$ cat config.mk
export PLATFORM = sky130hd
export DESIGN_NAME = fetch_queue_flat
export DESIGN_NICKNAME = d
export VERILOG_FILES = /design/src/rtl/fetch_queue_pkg.sv /design/src/rtl/fetch_queue_if.sv /design/src/rtl/fetch_queue.sv /design/src/flat_wrapper.sv
export SDC_FILE = /design/constraint.sdc
export NUM_CORES = 1
export LEC_CHECK = 0
export CORE_UTILIZATION = 45
export CTS_CLUSTER_SIZE = 20
export DETAILED_ROUTE_END_ITERATION = 8
export PLACE_DENSITY_LB_ADDON = 0.25
export SLEW_MARGIN = 20
export SYNTH_ARGS = -nofsm -noshare
export SYNTH_HDL_FRONTEND = slang
export SYNTH_SLANG_ARGS = --single-unit
export TNS_END_PERCENT = 1
$ cat constraint.sdc
create_clock -name clk -period 10.1 [get_ports clk]
set_input_delay 1.01 -clock clk [delete_from_list [all_inputs] [get_ports clk]]
set_output_delay 1.01 -clock clk [all_outputs]
set_load 0.03 [all_outputs]
$ cat src/rtl/fetch_queue_pkg.sv
// Shared types for the fetch/decode boundary of the RV32I core.
package fetch_queue_pkg;

  localparam int WORD_W   = 32;
  localparam int FQ_DEPTH = 4;

  typedef logic [WORD_W-1:0] word_t;

  typedef struct packed {
    word_t PC;
    word_t Instr;
  } fetch_entry_t;

endpackage

$ cat src/rtl/fetch_queue_if.sv
// Handshake bundle between fetch, the prefetch queue and decode.
interface fetch_queue_if #(
  parameter int XLEN  = 32,
  parameter int DEPTH = 4
) ();

  localparam int CW = $clog2(DEPTH) + 1;

  logic            Flush;
  logic            PushValid;
  logic            PushReady;
  logic [XLEN-1:0] PushPC;
  logic [XLEN-1:0] PushInstr;
  logic            PopValid;
  logic            PopReady;
  logic [XLEN-1:0] PopPC;
  logic [XLEN-1:0] PopInstr;
  logic [XLEN-1:0] PopPCPlus4;
  logic [CW-1:0]   Count;

  // Core side: fetch pushes, decode pops, PCSrc redirect flushes.
  modport master (
    output Flush, PushValid, PushPC, PushInstr, PopReady,
    input  PushReady, PopValid, PopPC, PopInstr, PopPCPlus4, Count
  );

  // Queue side.
  modport slave (
    input  Flush, PushValid, PushPC, PushInstr, PopReady,
    output PushReady, PopValid, PopPC, PopInstr, PopPCPlus4, Count
  );

endinterface

$ cat src/rtl/fetch_queue.sv
// Flushable circular prefetch queue of {PC, instruction} entries.
// Pointers carry one extra wrap bit so full and empty are distinguishable.
module fetch_queue
  import fetch_queue_pkg::*;
#(
  parameter int XLEN  = WORD_W,
  parameter int DEPTH = FQ_DEPTH
) (
  input  logic           clk,
  input  logic           rst,
  fetch_queue_if.slave   fq
);

  localparam int AW = $clog2(DEPTH);
  localparam int PW = AW + 1;

  fetch_entry_t  mem [DEPTH];
  fetch_entry_t  head;
  logic [PW-1:0] wr_ptr;
  logic [PW-1:0] rd_ptr;
  logic          empty;
  logic          full;
  logic          push;
  logic          pop;

  assign empty = (wr_ptr == rd_ptr);
  assign full  = (wr_ptr[AW-1:0] == rd_ptr[AW-1:0]) && (wr_ptr[AW] != rd_ptr[AW]);
  assign push  = fq.PushValid & ~full;
  assign pop   = fq.PopReady & ~empty;

  // Pointer update; redirect wins over any push or pop in the same cycle.
  always_ff @(posedge clk or posedge rst) begin
    if (rst) begin
      wr_ptr <= '0;
      rd_ptr <= '0;
    end else if (fq.Flush) begin
      wr_ptr <= '0;
      rd_ptr <= '0;
    end else begin
      if (push) wr_ptr <= wr_ptr + PW'(1);
      if (pop)  rd_ptr <= rd_ptr + PW'(1);
    end
  end

  // Storage write; contents are left untouched by reset and flush.
  always_ff @(posedge clk) begin
    if (push && !fq.Flush) begin
      mem[wr_ptr[AW-1:0]] <= '{PC: word_t'(fq.PushPC), Instr: word_t'(fq.PushInstr)};
    end
  end

  // Head read, forced to zero when nothing is queued.
  always_comb begin
    head = '0;
    if (!empty) head = mem[rd_ptr[AW-1:0]];
  end

  assign fq.PushReady  = ~full;
  assign fq.PopValid   = ~empty;
  assign fq.PopPC      = XLEN'(head.PC);
  assign fq.PopInstr   = XLEN'(head.Instr);
  assign fq.PopPCPlus4 = empty ? '0 : XLEN'(head.PC + word_t'(4));
  assign fq.Count      = wr_ptr - rd_ptr;

endmodule

$ cat src/flat_wrapper.sv
// flat-port wrapper written by rule: the top's interface ports become plain ports
module fetch_queue_flat import fetch_queue_pkg::*;
#(
  parameter int XLEN  = WORD_W,
  parameter int DEPTH = FQ_DEPTH
)
  (clk, rst, fq_Flush, fq_PushValid, fq_PushPC, fq_PushInstr, fq_PopReady, fq_PushReady, fq_PopValid, fq_PopPC, fq_PopInstr, fq_PopPCPlus4, fq_Count);
  fetch_queue_if #(.XLEN(XLEN), .DEPTH(DEPTH)) fq_i ();
  input  logic clk;
  input  logic rst;
  input wire logic [$bits(fq_i.Flush)-1:0] fq_Flush;
  input wire logic [$bits(fq_i.PushValid)-1:0] fq_PushValid;
  input wire logic [$bits(fq_i.PushPC)-1:0] fq_PushPC;
  input wire logic [$bits(fq_i.PushInstr)-1:0] fq_PushInstr;
  input wire logic [$bits(fq_i.PopReady)-1:0] fq_PopReady;
  output wire logic [$bits(fq_i.PushReady)-1:0] fq_PushReady;
  output wire logic [$bits(fq_i.PopValid)-1:0] fq_PopValid;
  output wire logic [$bits(fq_i.PopPC)-1:0] fq_PopPC;
  output wire logic [$bits(fq_i.PopInstr)-1:0] fq_PopInstr;
  output wire logic [$bits(fq_i.PopPCPlus4)-1:0] fq_PopPCPlus4;
  output wire logic [$bits(fq_i.Count)-1:0] fq_Count;
  assign fq_i.Flush = fq_Flush;
  assign fq_i.PushValid = fq_PushValid;
  assign fq_i.PushPC = fq_PushPC;
  assign fq_i.PushInstr = fq_PushInstr;
  assign fq_i.PopReady = fq_PopReady;
  assign fq_PushReady = fq_i.PushReady;
  assign fq_PopValid = fq_i.PopValid;
  assign fq_PopPC = fq_i.PopPC;
  assign fq_PopInstr = fq_i.PopInstr;
  assign fq_PopPCPlus4 = fq_i.PopPCPlus4;
  assign fq_Count = fq_i.Count;
  fetch_queue #(.XLEN(XLEN), .DEPTH(DEPTH)) u_core (.clk(clk), .rst(rst), .fq(fq_i));
endmodule
Yosys cells after proc, flatten, opt, wreduce, memory -nomap -nowiden
Memory sizes are Yosys's and may differ from the RTL's.
Cells that the tools add are included.
Widths: inputs -> output; s select.
{"block": "classes", "n_addsub": 4, "eq_ne": 3, "muxes": 8, "bitwise_logic": 4, "n_reduce_logical": 5}
{"operator": "$mux 64", "n": 1}
{"operator": "$add 32x3->32 const B", "n": 1}
{"operator": "$mux 32", "n": 1}
{"operator": "$mux 3", "n": 4}
{"operator": "$add 3x1->3 const B", "n": 2}
{"operator": "$reduce_bool 2->1", "n": 2}
{"operator": "$eq 3x3->1", "n": 1}
{"operator": "$sub 3x3->3", "n": 1}
{"operator": "$and 1x1->1", "n": 2}
{"operator": "$eq 2x2->1", "n": 1}
{"operator": "$logic_and 1x1->1", "n": 2}
{"operator": "$mux 1", "n": 2}
{"operator": "$not 1->1", "n": 2}
{"operator": "$logic_not 1->1", "n": 1}
{"operator": "$ne 1x1->1", "n": 1}
{"block": "totals", "reg_bits": 6, "ramBits": 256, "in_bits": 69, "out_inout_bits": 101, "word_cells": 27, "memories": 1}
{"name": "u_core.mem", "depth": 4, "word_bits": 64, "read_ports": 1, "rd_clocked_by_memory_dff": 0, "write_ports": 1, "line": "fetch_queue.sv:17", "rtl": "fetch_entry_t mem [DEPTH];"}

Logic depth before layout (Yosys ltp)
Gate-level depths: netlist of run 1.
{"block": "depth", "word_depth": 7, "depth_mapped": 18, "ltp_nobuf": 12}

Least setup slack after synthesis of run 1
Ideal clock, no wire load.
{"block": "synth_path", "kind": "reg-to-output", "from": "register u_core.rd_ptr[1]", "to": "output port fq_PopPCPlus4[30]", "arrival_ns": 5.019, "required_time_ns": 9.090, "setup_slack_ns": 4.071, "path_stages_with_launch": 19, "path_buffers": 6, "cell_sequence": "dfrtp_1 > buf_2 > buf_2 > buf_1 > buf_1 > inv_1 > ha_1 > nand2_1 > nor2_1 > inv_1 > clkbuf_1 > clkbuf_1 > and2_1 > ha_1 > nand3_1 > nor4_4 > nand2_2 > or3_1 > a21oi_1"}
{"block": "synth_between", "elab_chain_len": 4, "word_cells_on_any_way": 5, "classes_between": "add/sub: 1; eq/ne: 1; mux: 2; memory: 1"}
{"item": "start: declaration", "line": "fetch_queue.sv:20", "rtl": "logic [PW-1:0] rd_ptr;"}
{"item": "start signal: assignment", "line": "fetch_queue.sv:41", "rtl": "if (pop) rd_ptr <= rd_ptr + PW'(1);"}
{"item": "$mem_v2 4x64 or $eq 3x3->1 (tied branches)"}
{"item": "$mux 64 *", "line": "fetch_queue.sv:55", "rtl": "if (!empty) head = mem[rd_ptr[AW-1:0]];"}
{"item": "net fq_PopPC[2]", "line": "flat_wrapper.sv:18", "rtl": "output wire logic [$bits(fq_i.PopPC)-1:0] fq_PopPC;"}
{"item": "$add 32x3->32 *", "line": "fetch_queue.sv:62", "rtl": "assign fq.PopPCPlus4 = empty ? '0 : XLEN'(head.PC + word_t'(4));"}
{"item": "$mux 32 *", "line": "fetch_queue.sv:62"}
{"item": "end: declaration", "line": "flat_wrapper.sv:20", "rtl": "output wire logic [$bits(fq_i.PopPCPlus4)-1:0] fq_PopPCPlus4;"}
Mark *: on every way through the listed nets, which the timed path passes. The rest lies on a longest branch.

Worst setup path after layout of run 1
{"block": "layout_path", "from": "register u_core.rd_ptr[1]", "to": "output port fq_PopPCPlus4[30]"}
{"block": "layout_between", "elab_chain_len": 4, "word_cells_on_any_way": 5, "classes_between": "add/sub: 1; eq/ne: 1; mux: 2; memory: 1"}
{"item": "$mem_v2 4x64 or $eq 3x3->1 (tied branches)"}
{"item": "$mux 64", "line": "fetch_queue.sv:55"}
{"item": "$add 32x3->32", "line": "fetch_queue.sv:62"}
{"item": "$mux 32 *", "line": "fetch_queue.sv:62"}
Mark *: on every way between the ends. The rest lies on a longest branch, timed or not.

==> run metrics, run 1 <==
status completed; logic gate share of total power 33.0%; vias per inst roughly 5.3; CTS sink count 262; Clock Skew roughly 0.018 ns; PortBufs 169; ANT nets after route 0; clock period minus worst slack 6.207 ns; Yosys reg bits between 200 and 300; NumNets Final 820; GPL Wtd Cong 0.8198; gr usage total 18.31%; Worst Setup Start Kind flop; CTS tree yes; num rows 56; Mapped Cells between 500 and 600; Hold Slack 0.6735 ns; CTS H-tree depth 1; clock root buffer clkbuf_16; Synth cell types 37; final setup vio count 0; worst endpoint data arrival time 5.20 ns; post-synthesis net count approximately 650; sw frac 31.53%; number of global-route vias before repair 6110; first-pass GRT wire length 34000 um; DP HPWL roughly 13000 um; initial antenna violation count 2; Final Instance Area 13710 um2; largest net degree at the start of global routing 69; via count 5730; Critical Path RT 9.09 ns; fraction of layout cells with a size suffix above 1 between 10% and 20%; post-synthesis sequential area ratio 71.93%; largest area contributor in the netlist edfxtp_1; DR iter-0 viols 290; Max Freq 161.1 MHz; DRT Pass-1 Iters 5; power consumption 0.003253 W; post-CTS sizing 0; Die ar. 24840 um2; total CTS buffers 26; mapped cell area 10900 um2; dpl cell area 12880 um2; PwrDens between 200 and 250 nW/um2; ys flop type edfxtp_1; EDFF count, synth roughly 260; die height 157.6 um; endpoint type of the worst setup path output port; Initial Util 46.15%; worst skew pair latency 0.52 ns; Area Growth Syn to Fin 25.78%; Rel. slew slack 30.55%; Clock Tree Buf Depth 3; Synth top area share a little over two thirds; Hold Path Class flop to flop; maxcap violations 0; CTS Hold Bufs 0; Async SR Flop Fraction 2.290%; ranking of synthesized cells by area edfxtp_1, mux4_2, and2_1, xor2_1, mux4_1; Placeable Area 23610 um2; Die X about 160 um; gr ovfl total 0; Clock Power Share 28.2%; clock transition at the registers of the reported paths 0.06 ns; drc violations 0; sum of negative setup slack 0 ns; P_int 0.002227 W; fin. max-slew vios 0; # IOs 170; Period Utilization, post-route 61.45%; setup bufs post-CTS 0; routed wire length 22080 um; Flop pwr share between 30% and 40%; Synth Area per Inst 19.12 um2; Synth Warn # 0; unrepaired setup endpoints after global routing no; Worst-Margin Slew 1.042 ns; critical path class flop to output port; P_sw around 0.0010 W; Peak VDD IR 171.8 uV; final hold violation count 0; routed len/inst ~20 um; crit-path max FO 68; P_leak between 4 and 5 nW
cell type report:
cell class                 instances  area [um2]
inverter                          11       41.29
multi-input combinational        270        2890
sequential                       262        7845
timing repair buffer             171        1707
clock buffer                      36       709.4
fill                            1804        9907
tap                              319       399.1
clock inverter                    12       111.4
antenna                            1       2.502
power groups by stage:
stage	sequential, W	combinational [W]	clock, W
after floorplan	0.00126	0.000701	0
after global placement	0.00129	0.00108	0
after detailed placement	0.00129	0.00108	0
after CTS	0.00127	0.00109	0.000939
after global routing	0.00127	0.00114	0.000976
final	0.00126	0.00107	0.000916
per-stage QoR:
stage               setup slack [ns]  cells  utilization (%)
detailed placement             4.374   1033            54.54
CTS                            3.804   1081            58.01
floorplan                      4.071    570                -
finish                         3.893   1082            58.04
global route                   3.564   1081            58.03
global placement               4.477   1033            54.54
synth_stat cells, types with 3 or more instances:
master,n
a21oi_1,3
and2_1,66
buf_2,7
buf_4,3
clkbuf_1,13
dfrtp_1,6
edfxtp_1,256
ha_1,8
inv_1,11
mux4_1,7
mux4_2,57
nand2_1,14
nand3_1,11
nand4_1,9
nor2_1,39
nor3_1,3
nor4_4,3
xnor2_1,7
xor2_1,23
kinds of logic after synthesis:
family | synth area share (%)
AO/OA/AOI/OAI | 0.9300
adder cells (fa/ha/maj) | 1.102
AND/OR/NAND/NOR | 8.003
multiplexers | 13.66
flip-flops | 71.93
buffers and inverters | 1.711
XOR/XNOR | 2.664
routing by layer:
metal  vias up  wire [um]  global-route usage [%]
met4         4        398                   4.300
met2       188      10930                   31.71
met5         -         23                       0
li1       2592          -                       -
met1      2913       9394                   24.16
met3        33       1325                   3.230
worst max-delay path, cell delays in order, from the launching register on:
cell and delay [ns]:
dfrtp_4 1.10, inv_1 0.12, ha_1 0.36, nand2_1 0.32, nor2_4 0.22, inv_2 0.11, and2_1 0.15, ha_1 0.19
nand3_1 0.18, nor4_4 0.54, nand2_2 0.17, or3_1 0.33, a21oi_1 0.15, clkdlybuf4s50_1 0.69
state kept, by name, indices dropped and copies added, names as in the netlist:
signal         cells
u_core.mem       256
u_core.wr_ptr      3
u_core.rd_ptr      3
worst paths after layout:
kind | slack, ns | from | cells after the start | to
setup reg to reg | 6.55 | u_core.rd_ptr[1] | 6 | u_core.mem[2][8]
max in group asynchronous | 9.16 | rst | 2 | u_core.rd_ptr[0]
hold / removal | 0.67 | u_core.rd_ptr[2] | 2 | u_core.rd_ptr[2]
setup / recovery | 3.89 | u_core.rd_ptr[1] | 13 | fq_PopPCPlus4[30]
min in group asynchronous | 0.72 | rst | 2 | u_core.rd_ptr[2]
hold reg to reg | 0.67 | u_core.rd_ptr[2] | 2 | u_core.rd_ptr[2]
cell usage in the layout, fill, tap and decap left out, types with 2 or more instances in the layout:
cell             instances
dfrtp_1                  4
o21ai_0                  2
or3_1                    2
clkinv_1                 3
nand3_1                 11
xor2_1                  23
and2_1                  62
edfxtp_1               256
buf_4                    2
inv_1                   10
nor2_4                   2
nand4_1                  9
nand2_1                 14
clkinv_2                 5
xnor2_1                  7
clkbuf_16               27
a21oi_1                  3
ha_1                     8
dfrtp_4                  2
clkinvlp_4               2
mux4_1                   7
nor3_1                   3
o211ai_1                 2
and2_4                   4
nor2_1                  38
bufinv_16                2
o2111ai_4                2
nor4_4                   3
clkbuf_1                 9
mux4_2                  57
clkdlybuf4s50_1        169
and3_1                   2
Power figures use the tool's default switching activity.
==> run 2: changes to the inputs <==
==> constraint.sdc (replaced) <==
create_clock -name clk -period 5.81 [get_ports clk]
set_input_delay 0.581 -clock clk [delete_from_list [all_inputs] [get_ports clk]]
set_output_delay 0.581 -clock clk [all_outputs]
set_load 0.03 [all_outputs]
==> run 2 against run 1 <==
- count of clock-buffer cells in the layout fell by 6
- via count is 0.52% lower
- non-clock buffer count increased by 3
- setup slack worse by 3.0 ns
- first-iteration DRC count increased by 4.8%
- combinational power rose by 80%
- critical path depth down 5
- sequential power increased by 71%
- clock power rose by 89%
- power up 78%
- die area did not move
- sequential cell count stayed put
- largest power group unchanged
==> run metrics, run 2 (synthesis gave the netlist of run 1 again) <==
drc violations 0; largest net degree at the start of global routing 68; NumNets Final 823; endpoint type of the worst setup path output port; slowest cell on the critical path buf_4; first-pass GRT wire length between 30000 and 40000 um; Flop pwr share 37.1%; critical path class flop to output port; sw frac a little over 30%; fraction of layout cells with a size suffix above 1 16.62%; Max Freq 201.9 MHz; P_leak 4.475 nW; final hold violation count 0; total CTS buffers 26; area of the multi-input gates 2885 um2; fin. max-slew vios 0; worst endpoint data arrival time roughly 4.4 ns; register area 7845 um2; P_int between 0.003 and 0.004 W; Worst-Margin Slew 1.023 ns; Peak VDD IR roughly 280 uV; Rel. slew slack 31.80%; CTS Hold Bufs 0; maxcap violations 0; clock period minus worst slack 4.953 ns; sum of negative setup slack 0 ns; num rows 56; final setup vio count 0; CTS sink count 262; PwrDens 421.4 nW/um2; pre-CTS setup slack between 1 and 1.5 ns; Clock Skew 0.005440 ns; family with the most delay on the worst path buffers and inverters; gr usage total 18.22%; routed len/inst 20.48 um; clock root buffer clkbuf_16; Clock Power Share 29.7%; PortBufs 169; Placeable Area approximately 24000 um2; Die ar. 24840 um2; crit-path max FO 67; vias per inst 5.263; number of diodes 0; via count 5700; gr ovfl total 0; clock transition at the registers of the reported paths 0.06 ns; number of global-route vias before repair approximately 6100; setup bufs post-CTS 0; Area Growth Syn to Fin 26.46%; Period Utilization, post-route 85.25%; unrepaired setup endpoints after global routing no; initial antenna violation count 2; slowest stage delay, CP 0.75 ns; DR iter-0 viols 304; Initial Util a little under half; # IOs 170; worst setup margin 0.8568 ns; ANT nets after route 0; routed wire length 22180 um; final-layout fill cell count around 1800; commonest non-fill, non-tap cell in the layout edfxtp_1; CP Buf/Inv Count 2; Hold Path Class input pin to async pin; CTS H-tree depth 1; crit-path cells buf_4 > mux4_2 > o2111ai_4 > nor4_4 > nand2_1 > or3_1 > a21oi_1 > clkdlybuf4s50_1; DP HPWL 13530 um; Clock Tree Buf Depth 3; max reg flops 256; P_sw 0.001810 W; DRT Pass-1 Iters 5; highest-count cells in the layout ignoring fill and taps edfxtp_1, clkdlybuf4s50_1, and2_1; status completed; logic gate share of total power 33.2%; Die X 157.6 um; GPL Wtd Cong 0.8477; Worst Setup Start Kind flop; CTS tree yes; die height 157.6 um; post-CTS sizing 0; worst skew pair latency 0.51 ns; Critical Path RT roughly 5.2 ns
[run 2: cell type report]
class | count | share of cell area [%]
sequential | 262 | 56.93
tap | 319 | 2.897
clock inverter | 17 | 1.525
inverter | 11 | 0.2996
timing repair buffer | 174 | 12.42
multi-input combinational | 270 | 20.94
clock buffer | 30 | 4.985
[run 2: per-stage QoR]
stage	power, W	area (um2)	hold WS [ns]	util [%]	cells
5_1_grt	0.006021	13780	0.3207	58.36	1083
3_5_place_dp	0.004136	12880	0.6398	54.56	1036
2_1_floorplan	0.003409	10900	0.3720	-	570
6_report	0.005807	13780	0.2934	58.36	1083
4_1_cts	0.005860	13780	0.2780	58.36	1083
3_3_place_gp	0.004121	12880	0.5942	54.56	1036
[run 2: per-layer routing]
metal	vias to the layer above	GRT usage [%]	wire length, um
met3	25	3.832	1703
met2	195	31.84	11120
met4	4	4.623	283
met1	2880	23.17	9053
li1	2596	-	-
met5	-	0	23
[run 2: worst paths after layout]
check                                       from           endpoint  slack (ns)  cells after the start
worst max-delay path            u_core.rd_ptr[1]  fq_PopPCPlus4[31]        0.86                      8
worst min-delay path                         rst   u_core.wr_ptr[0]        0.29                      2
worst max register to register  u_core.wr_ptr[0]   u_core.rd_ptr[2]        3.13                     10
worst min register to register  u_core.wr_ptr[1]   u_core.wr_ptr[1]        0.64                      2
max in group asynchronous                    rst   u_core.rd_ptr[1]        5.30                      2
min in group clk                u_core.wr_ptr[1]   u_core.wr_ptr[1]        0.64                      2
[run 2: power by group through the flow]
| stage | combinational, W | clock [W] | sequential (W) |
|---|---|---|---|
| final | 0.00193 | 0.00173 | 0.00215 |
| after global routing | 0.00204 | 0.00182 | 0.00216 |
| after CTS | 0.00195 | 0.00176 | 0.00215 |
| after detailed placement | 0.00194 | 0 | 0.00219 |
| after global placement | 0.00193 | 0 | 0.00219 |
| after floorplan | 0.00122 | 0 | 0.00219 |
[run 2: worst reg2reg max path, stage by stage, from the launching register on]
cell and delay (ns):
dfrtp_1 0.40, inv_1 0.15, ha_1 0.28, nand2_1 0.38
nor2_2 0.05, buf_4 0.24, inv_2 0.14, buf_4 0.50
nand3_1 0.20, xor2_1 0.17, nor2_1 0.10
==> run 3: changes to the inputs <==
==> constraint.sdc (replaced) <==
create_clock -name clk -period 5.7 [get_ports clk]
set_input_delay 0.57 -clock clk [delete_from_list [all_inputs] [get_ports clk]]
set_output_delay 0.57 -clock clk [all_outputs]
set_load 0.03 [all_outputs]
==> run 3 against run 2 <==
- sequential share of layout area is 0.34 points higher
- utilization is 0.35 points lower
- cell area is 0.60% lower
- clock skew hardly changed
- power is 0.30% lower
- global-route usage is 0.73 points higher
- setup slack worse by 0.19 ns
- clock power is 5% lower
- routed wire length is 2.9% higher
- critical path type unchanged
- largest cell class unchanged
- largest power group unchanged
- highest routed layer unchanged
==> run metrics, run 3 (synthesis gave the netlist of run 1 again) <==
dpl cell area 12870 um2; clock root buffer clkbuf_16; Initial Util 46.15%; max reg flops between 200 and 300; initial antenna violation count 1; metal2 WL around 11000 um; register area 7845 um2; fraction of layout cells with a size suffix above 1 ~16%; unrepaired setup endpoints after global routing no; Worst Setup Start Kind flop; register-to-register setup slack 2.40 ns; worst skew pair latency 0.52 ns; fin. max-slew vios 0; Critical Path RT 5.13 ns; die height around 160 um; Final Instance Area 13700 um2; Worst-Margin Slew 1.054 ns; Area Growth Syn to Fin 25.70%; Placeable Area 23610 um2; number of global-route vias before repair 6198; met3 wire length between 1500 and 2000 um; clock period minus worst slack 5.031 ns; worst endpoint data arrival time 4.46 ns; power consumption 0.005789 W; Hold Path Class input pin to async pin; PwrDens 422.7 nW/um2; PortBufs between 150 and 200; Peak VDD IR 310.5 uV; first-pass GRT wire length 35090 um; Die ar. 24840 um2; commonest non-fill, non-tap cell in the layout edfxtp_1; number of diodes 0; ANT nets after route 0; setup bufs post-CTS 0; DP HPWL about 14000 um; clock transition at the registers of the reported paths 0.06 ns; DR iter-0 viols 354; final-layout fill cell count 1808; CTS H-tree depth 1; DRT Pass-1 Iters 5; Period Utilization, post-route 88.26%; Clock Skew 0.005527 ns; endpoint type of the worst setup path output port; highest-count cells in the layout ignoring fill and taps edfxtp_1, clkdlybuf4s50_1, and2_1; Rel. slew slack 29.72%; Top Metal Used met5; crit-path max FO 45; Post-Route M1 WL 9599 um; GPL Wtd Cong 0.8839; sum of negative setup slack 0 ns; drc violations 0; total CTS buffers 27; gr usage total between 10% and 20%; P_leak 4.437 nW; vias per inst approximately 5.3; CTS tree yes; status completed; final setup vio count 0; Clock Tree Buf Depth 3; num rows 56; routed wire length 22810 um; maxcap violations 0; CTS Hold Bufs 0; # IOs 170; Max Freq ~200 MHz; NumNets Final between 800 and 900; critical path class flop to output port; routed len/inst 21.03 um; area of the multi-input gates about 2900 um2; CTS sink count 262; final hold violation count 0; largest net degree at the start of global routing 65; gr ovfl total 0; Die X 157.6 um; via count 5752; post-CTS sizing 0
## run 3: final cells by class
cell class,instances,area share [%]
flip-flops and latches,262,57.28
repair buffers,174,12.44
inverters,11,0.3015
clock buffers,34,5.125
well taps,319,2.914
clock inverters,15,0.8770
multi-input cells,270,21.07
## run 3: path summary, 6_finish.rpt
check                                    end             start  cells after the start
setup / recovery           fq_PopPCPlus4[30]  u_core.rd_ptr[1]                     14
hold / removal              u_core.wr_ptr[1]               rst                      2
setup reg to reg           u_core.mem[2][10]  u_core.rd_ptr[1]                      6
hold reg to reg             u_core.rd_ptr[2]  u_core.rd_ptr[2]                      2
max in group asynchronous   u_core.rd_ptr[1]               rst                      2
min in group clk            u_core.rd_ptr[2]  u_core.rd_ptr[2]                      2
## run 3: per-stage QoR
stage | setup slack (ns) | hold WS (ns) | util [%] | std cells
final | 0.6689 | 0.2688 | 58.01 | 1085
after global routing | 0.3248 | 0.2759 | 58.01 | 1085
after CTS | 0.6120 | 0.2612 | 58.01 | 1085
after detailed placement | 1.183 | 0.6449 | 54.53 | 1036
after global placement | 1.218 | 0.6311 | 54.53 | 1036
after floorplan | 0.1112 | 0.3610 | - | 570
## run 3: metal layers
layer,up-vias,GRT usage (%)
met4,2,4.623
met2,194,32.34
met1,2927,25.19
met5,-,0
li1,2592,-
met3,37,3.504
## run 3: critical path, stage by stage (launching register included)
cell	delay, ns
dfrtp_4	0.88
inv_1	0.10
ha_1	0.34
nand2_1	0.30
nor2_2	0.05
buf_4	0.24
inv_2	0.12
and2_1	0.16
ha_1	0.19
nand3_1	0.20
nor4_4	0.49
nand2_2	0.16
or3_1	0.32
a21oi_1	0.17
buf_4	0.18
## run 3: report_power, final
group	total [W]	internal [W]	switching [W]
clock network	0.00164	0.000956	0.000681
registers	0.00223	0.00218	0.0000518
logic	0.00192	0.000803	0.00112
